`config.mk`:
```
export PLATFORM = sky130hd
export DESIGN_NAME = gray_cnt_ctrl
export DESIGN_NICKNAME = d
export VERILOG_FILES = /design/src/rtl/gray_cnt_ctrl.sv
export SDC_FILE = /design/constraint.sdc
export NUM_CORES = 1
export LEC_CHECK = 0
export ABC_AREA = 1
export CORE_MARGIN = 5
export CORE_UTILIZATION = 40
export DETAILED_ROUTE_END_ITERATION = 16
export PLACE_DENSITY_LB_ADDON = 0.25
export SLEW_MARGIN = 20
export SYNTH_ARGS = -nofsm -noshare
export SYNTH_HDL_FRONTEND = slang
export SYNTH_SLANG_ARGS = --single-unit
```
`constraint.sdc`:
```
create_clock -name clk -period 2.7 [get_ports clk]
set_clock_uncertainty 0.2 [all_clocks]
set_input_delay 0.54 -clock clk [delete_from_list [all_inputs] [get_ports clk]]
set_output_delay 0.54 -clock clk [all_outputs]
set_load 0.02 [all_outputs]
```
`src/rtl/gray_cnt_ctrl.sv`:
```
// Start/stop/clear controlled binary counter with a Gray-coded output.
// It offers one-shot or periodic terminal-count modes and registered done/wrap/busy flags.
module gray_cnt_ctrl #(
    parameter int N = 8
) (
    input  logic         clk,
    input  logic         reset_al_in,
    input  logic         start_in,
    input  logic         stop_in,
    input  logic         clear_in,
    input  logic         mode_in,
    input  logic [N-1:0] target_in,
    output logic [N-1:0] gray_out,
    output logic         busy_out,
    output logic         done_out,
    output logic         wrap_out
);

    typedef enum logic [1:0] {
        ST_IDLE = 2'd0,
        ST_RUN  = 2'd1,
        ST_HOLD = 2'd2,
        ST_DONE = 2'd3
    } state_t;

    localparam logic [N-1:0] BIN_ONE = {{(N-1){1'b0}}, 1'b1};

    state_t       state_reg, state_next;
    logic [N-1:0] bin_reg, bin_next;
    logic [N-1:0] target_reg, target_next;
    logic         mode_reg, mode_next;
    logic         busy_reg, busy_next;
    logic         done_reg, done_next;
    logic         wrap_reg, wrap_next;
    logic         at_target;
    logic         at_max;

    assign at_target = (bin_reg == target_reg);
    assign at_max    = &bin_reg;

    // Command priority is clear > stop > start. Stop is only meaningful in RUN.
    // Start is only meaningful outside RUN.
    always_comb begin
        state_next  = state_reg;
        bin_next    = bin_reg;
        target_next = target_reg;
        mode_next   = mode_reg;
        done_next   = 1'b0;
        wrap_next   = 1'b0;
        if (clear_in) begin
            state_next = ST_IDLE;
            bin_next   = '0;
        end else begin
            case (state_reg)
                ST_IDLE, ST_DONE: begin
                    if (start_in) begin
                        target_next = target_in;
                        mode_next   = mode_in;
                        bin_next    = '0;
                        state_next  = ST_RUN;
                    end
                end
                ST_HOLD: begin
                    if (start_in) begin
                        state_next = ST_RUN;
                    end
                end
                ST_RUN: begin
                    // A stop that lands on the terminal match defers the done pulse until after resume.
                    if (stop_in) begin
                        state_next = ST_HOLD;
                    end else if (at_target) begin
                        done_next = 1'b1;
                        if (mode_reg) begin
                            bin_next = '0;
                        end else begin
                            state_next = ST_DONE;
                        end
                    end else begin
                        bin_next  = bin_reg + BIN_ONE;
                        wrap_next = at_max;
                    end
                end
                default: begin
                    state_next = ST_IDLE;
                end
            endcase
        end
        busy_next = (state_next == ST_RUN) || (state_next == ST_HOLD);
    end

    always_ff @(posedge clk or negedge reset_al_in) begin
        if (!reset_al_in) begin
            state_reg  <= ST_IDLE;
            bin_reg    <= '0;
            target_reg <= '0;
            mode_reg   <= 1'b0;
            busy_reg   <= 1'b0;
            done_reg   <= 1'b0;
            wrap_reg   <= 1'b0;
        end else begin
            state_reg  <= state_next;
            bin_reg    <= bin_next;
            target_reg <= target_next;
            mode_reg   <= mode_next;
            busy_reg   <= busy_next;
            done_reg   <= done_next;
            wrap_reg   <= wrap_next;
        end
    end

    // Gray conversion is pure wiring from the count register, so it adds no latency.
    genvar gi;
    generate
        for (gi = 0; gi < N - 1; gi++) begin : g_gray
            assign gray_out[gi] = bin_reg[gi] ^ bin_reg[gi+1];
        end
    endgenerate
    assign gray_out[N-1] = bin_reg[N-1];

    assign busy_out = busy_reg;
    assign done_out = done_reg;
    assign wrap_out = wrap_reg;

endmodule

```
==> results of run 1 <==
-- synth_stat cells (all sizes together) --
cell / n / share of area
mux2i: 1 / 0.0076
nor2: 18 / 0.059
ha: 8 / 0.076
xnor2: 4 / 0.027
nor3: 1 / 0.0038
nand2: 48 / 0.15
inv: 20 / 0.057
buf: 3 / 0.013
a21oi: 7 / 0.030
nand3: 15 / 0.071
clkinv: 1 / 0.0029
dfrtp: 22 / 0.42
mux2: 4 / 0.034
xor2: 5 / 0.033
nor4: 1 / 0.0048
nand4: 2 / 0.0095
-- power by group through the flow --
stage / combinational, mW / sequential [mW] / clock [mW]
floorplan: 0.115 / 0.393 / 0
global placement: 0.168 / 0.394 / 0
detailed placement: 0.172 / 0.397 / 0
CTS: 0.173 / 0.390 / 0.194
global route: 0.195 / 0.395 / 0.205
finish: 0.172 / 0.389 / 0.185
-- cells by family (layout without fill, tap and decap cells) --
family,after synthesis,count (layout),synth area share
adder cells (fa/ha/maj),8,8,0.0763
flip-flops,22,22,0.420
buffers and inverters,24,51,0.0735
AO/OA/AOI/OAI,7,7,0.0296
multiplexers,5,5,0.0420
XOR/XNOR,9,9,0.0601
AND/OR/NAND/NOR,85,85,0.299
-- worst reg2reg max path: stages, from the launching register on --
cell,delay (ns)
dfrtp_1,0.40
inv_1,0.06
ha_1,0.29
inv_2,0.08
nor2_1,0.18
nand3_4,0.13
nand2_4,0.14
nand2_4,0.10
nand2_1,0.09
nand2_1,0.05
-- path summary, 6_finish.rpt --
path / end / slack [ns] / depth (start not counted)
min in group asynchronous: target_reg[4] / 0.35 / 2
min reg2reg: mode_reg / 0.31 / 1
max in group asynchronous: wrap_out / 1.72 / 2
min: mode_reg / 0.31 / 1
max: gray_out[0] / 0.21 / 2
max reg2reg: bin_reg[1] / 0.91 / 9
-- layout make-up --
class,count,share of cell area
clock buffers,4,0.0221
inverters,21,0.0481
multi-input cells,114,0.405
repair buffers,26,0.156
flip-flops and latches,22,0.336
well taps,44,0.0336
-- per-layer routing --
| layer | up-vias | routed length [microns] | track usage | part of all wire |
|---|---|---|---|---|
| met2 | 19 | 1260 | 0.222 | 0.47 |
| met1 | 498 | 1290 | 0.175 | 0.48 |
| met3 | 6 | 92 | 0.0216 | 0.034 |
| li1 | 555 | - | - | - |
| met4 | 0 | 53 | 0.0633 | 0.020 |
| met5 | - | 0 | 0 | 0 |
-- per-stage QoR --
stage / hold WS [ns] / util / cell area (sq um)
after detailed placement: 0.283 / 0.517 / 1600
after global placement: 0.279 / 0.517 / 1600
after CTS: 0.314 / 0.529 / 1640
after floorplan: 0.0444 / - / 1310
after global routing: 0.345 / 0.529 / 1640
final: 0.308 / 0.529 / 1640
-- placed cells by master, fill, tap and decap left out, drive strengths merged --
cell           Yosys  layout
mux2               4       4
nor3               1       1
mux2i              1       1
clkdlybuf4s50      0      24
inv               20      20
nor4               1       1
nand4              2       2
a21oi              7       7
buf                3       2
clkinv             1       1
nand2             48      48
dfrtp             22      22
nand3             15      15
xor2               5       5
nor2              18      18
ha                 8       8
clkbuf             0       4
xnor2              4       4
==> summary.md, run 1 <==
| Metric | Value |
|---|---|
| Pwr Total | 0.746 mW |
| Row count | 20 |
| CTS H-tree lvls | 1 |
| Post CTS Setup Buffer Count | 0 |
| Setup TNS | 0 ns |
| Max-slew headroom | 0.808 |
| First-pass GRT wire length | 4650 microns |
| Post-CTS Hold Buffers | 0 |
| Antenna diode instance count | 0 |
| Clock transition at path regs | 0.13 ns |
| Area of the multi-input gates | 664 sq um |
| Grt ovf | 0 |
| Die Span Y | 67.3 microns |
| Comb pwr share | 0.230 |
| Clock Latency Late Sink | 0.31 ns |
| Port buffer count | 24 |
| CTS root buffer | clkbuf_4 |
| Worst VDD drop | 0.000227 V |
| First-pass DRT Iterations | 4 |
| Yosys warnings | 0 |
| Startpoint Class | flip-flop |
| Avg WL per Cell | 11.6 microns |
| Post-DP HPWL | 2040 microns |
| Iteration-0 DRC Markers | 23 |
| Die area | 4520 sq um |
| FF+latch count, synth | 22 |
| Unique masters post-synth | 25 |
| Minimum clock period | 2.49 ns |
| Max-slew violation count | 0 |
| # placed instances | 227 |
| Post-CTS resize count | 0 |
| Final Cycle Share | 0.921 |
| Post-layout worst setup margin | 0.212 ns |
| Worst Setup SP | bin_reg[0] |
| Worst Path Buf+Inv | 1 |
| Pint | 0.524 mW |
| Share of cells above drive strength 1 | 0.0856 |
| CTS sink count | 22 |
| Post-route insts no fill | 231 |
| Post-synthesis sequential area ratio | 0.420 |
| FF-to-FF Start | state_reg[1] |
| PwrDens | 455 nW/um^2 |
| Seq pwr share | 0.522 |
| Fmax | 402 MHz |
| Final ANT Viol Nets | 0 |
| Seq. cell area | 551 sq um |
| Vias in the first global route | 1042 |
| Core ar. | 3100 sq um |
| Pleak | 0.817 nW |
| Switching share of power | 0.298 |
| Slowest stage delay, CP | 0.60 ns |
| Pin count of the biggest net entering global routing | 23 |
| Initial antenna violation count | 0 |
| Final wirelength | 2690 microns |
| Total of max-cap violations | 0 |
| Initial core utilization | 0.423 |
| IO Pins | 25 |
| Final #Nets | 210 |
| Final hold vios | 0 |
| Setup WS pre-CTS | 0.450 ns |
| CP required | 1.96 ns |
| Number of buffers created by CTS | 3 |
| Synthesized area | 1310 sq um |
| Worst-margin pin slew | 0.288 ns |
| Status | complete, no violations |
| Die X-Extent | 67.3 microns |
| Clk pwr share | 0.248 |
| Top delay family on crit path | buffers and inverters |
| Fillers | 324 |
| CP max FO | 8 |
| Worst Min Path Start | mode_reg |
| Sw power | 0.222 mW |
| Unrepaired setup endpoints after global routing | false |
| Worst Hold Class | reg2reg |
| CP arrival | 1.75 ns |
| Avg Cell Area, Syn | 8.20 sq um |
| Clock Path Buffers | 2 |
| DRC | 0 |
| WS Path Type | reg2out |
| Syn nets | 182 |
| Placer Congestion | 0.812 |
| Critical Path End Type | primary output |
| Cell count after synthesis | 160 |
| Vias/cell | 4.67 |
| Area added between synthesis and finish | 25.1% |
| CP max-delay cell | clkdlybuf4s50_1 |
| CP Cell Sequence | ha_1 > clkdlybuf4s50_1 |
| GRT Util Overall | 0.136 |
| Vias | 1078 |
| CTS tree | yes |
| Final setup viols | 0 |
No activity file was read; power rests on OpenSTA's default activity.
==> inputs of run 2 (changes only) <==
- CAP_MARGIN: default -> 20
- CORE_UTILIZATION: 40 -> 55
==> run 2 against run 1 <==
Sequential share of layout area grew 0.077 points. Register-to-register slack about the same. First-iteration DRC count increased by 22%. Core utilization is 20 points higher. Sequential power hardly changed. Cell count down 6.9%. Global-route usage rose by 4.3 points. Via count rose by 3.3%. Critical endpoint unchanged. Final area is 0.23% lower. Routed wire length grew 1.9%. Clock-buffer cell count fell by 1.
==> summary.md, run 2 (synthesized netlist as in run 1, its figures left out) <==
| Metric | Value |
|---|---|
| Minimum clock period | 2.48 ns |
| Critical Path End Type | primary output |
| Die area | 3460 sq um |
| R2r worst-path depth | 9 |
| CTS H-tree lvls | 1 |
| Unrepaired setup endpoints after global routing | false |
| Antenna diode instance count | 0 |
| Final #Nets | 210 |
| Final setup viols | 0 |
| Area added between synthesis and finish | 24.8% |
| Worst Path Buf+Inv | 1 |
| Post CTS Setup Buffer Count | 0 |
| Worst Hold Class | reg2reg |
| Share of cells above drive strength 1 | 0.0856 |
| Slowest stage delay, CP | 0.60 ns |
| Final ANT Viol Nets | 0 |
| CP arrival | 1.74 ns |
| Setup TNS | 0 ns |
| Vias in the first global route | 1082 |
| Startpoint Class | flip-flop |
| PwrDens | 499 nW/um^2 |
| Most common cell after layout, fill and taps aside | nand2_1 |
| CP required | 1.96 ns |
| Max-slew headroom | 0.815 |
| Grt ovf | 0 |
| Status | complete, no violations |
| Avg WL per Cell | 12.7 microns |
| Die X-Extent | 58.8 microns |
| Pwr Total | 0.817 mW |
| Number of buffers created by CTS | 3 |
| First-pass DRT Iterations | 4 |
| Clock Path Buffers | 2 |
| Final wirelength | 2740 microns |
| Hold depth | 1 |
| Clock Latency Late Sink | 0.31 ns |
| Die Span Y | 58.8 microns |
| Pin count of the biggest net entering global routing | 23 |
| Placer Congestion | 0.916 |
| Initial antenna violation count | 0 |
| IO Pins | 25 |
| CP max FO | 8 |
| Initial core utilization | 0.582 |
| WS Path Type | reg2out |
| First-pass GRT wire length | 4770 microns |
| Post-CTS Hold Buffers | 0 |
| CP max-delay cell | clkdlybuf4s50_1 |
| Pleak | 0.824 nW |
| Max-slew violation count | 0 |
| CTS sink count | 22 |
| Worst-margin pin slew | 0.277 ns |
| Post-CTS resize count | 0 |
| CTS root buffer | clkbuf_4 |
| CP Cell Sequence | ha_1 > clkdlybuf4s50_1 |
| Iteration-0 DRC Markers | 28 |
| CTS tree | yes |
| Most frequent cells in the layout | nand2_1, clkdlybuf4s50_1, dfrtp_1, inv_1, nor2_1 |
| WP depth | 2 |
| Row count | 17 |
| Core ar. | 2250 sq um |
| GRT Util Overall | 0.179 |
| Total of max-cap violations | 0 |
| Fmax | 403 MHz |
| Worst VDD drop | 0.000391 V |
| Vias | 1114 |
| Clock transition at path regs | 0.12 ns |
| Final hold vios | 0 |
| Vias/cell | 5.18 |
| DRC | 0 |
| Top delay family on crit path | buffers and inverters |
| Post-DP HPWL | 2120 microns |
| Final Cycle Share | 0.919 |
| Port buffer count | 24 |
run 2: cell count changes in the layout (fill, tap and decap cells not counted), sizes merged:
cell    delta
bufinv     +1
clkbuf     -1
run 2: power breakdown:
group          internal, mW  switching, mW  total (mW)
sequential            0.366         0.0246       0.391
clock                 0.150          0.101       0.252
combinational        0.0760         0.0982       0.174
run 2: layout make-up:
cell class,count,area (sq um)
Inverter,21,78.8
Tap cell,28,35.0
Sequential cell,22,551
Clock inverter,1,30.0
Clock buffer,3,22.5
Timing Repair Buffer,26,255
Multi-Input combinational cell,114,664
Fill cell,186,618
run 2: metrics by stage:
step	hold WS [ns]	setup WS [ns]	instances	utilization	area (sq um)
finish	0.335	0.220	215	0.726	1640
detailed placement	0.308	0.418	211	0.703	1580
floorplan	0.0444	1.12	160	-	1310
CTS	0.337	0.222	215	0.726	1640
global route	0.373	0.151	215	0.726	1640
global placement	0.283	0.498	211	0.703	1580
run 2: path summary, 6_finish.rpt:
check | slack [ns] | startpoint | to
setup / recovery | 0.22 | bin_reg[0] | gray_out[0]
hold / removal | 0.33 | target_reg[6] | target_reg[6]
setup reg to reg | 0.90 | state_reg[1] | bin_reg[4]
hold reg to reg | 0.33 | target_reg[6] | target_reg[6]
max in group asynchronous | 1.72 | reset_al_in | bin_reg[5]
min in group asynchronous | 0.36 | reset_al_in | target_reg[4]
run 2: metal layers:
| metal | vias up | GRT usage | wire [microns] |
|---|---|---|---|
| met2 | 41 | 0.297 | 1260 |
| met3 | 4 | 0.0263 | 166 |
| li1 | 557 | - | - |
| met5 | - | 0 | 0 |
| met4 | 0 | 0.0647 | 29 |
| met1 | 512 | 0.237 | 1280 |
==> inputs of run 3 (changes only) <==
- CTS_CLUSTER_SIZE: default -> 8
- GPL_TIMING_DRIVEN: default -> 1
==> results of run 3 <==
Final layout, timing and power as in run 2 (identical DEF).
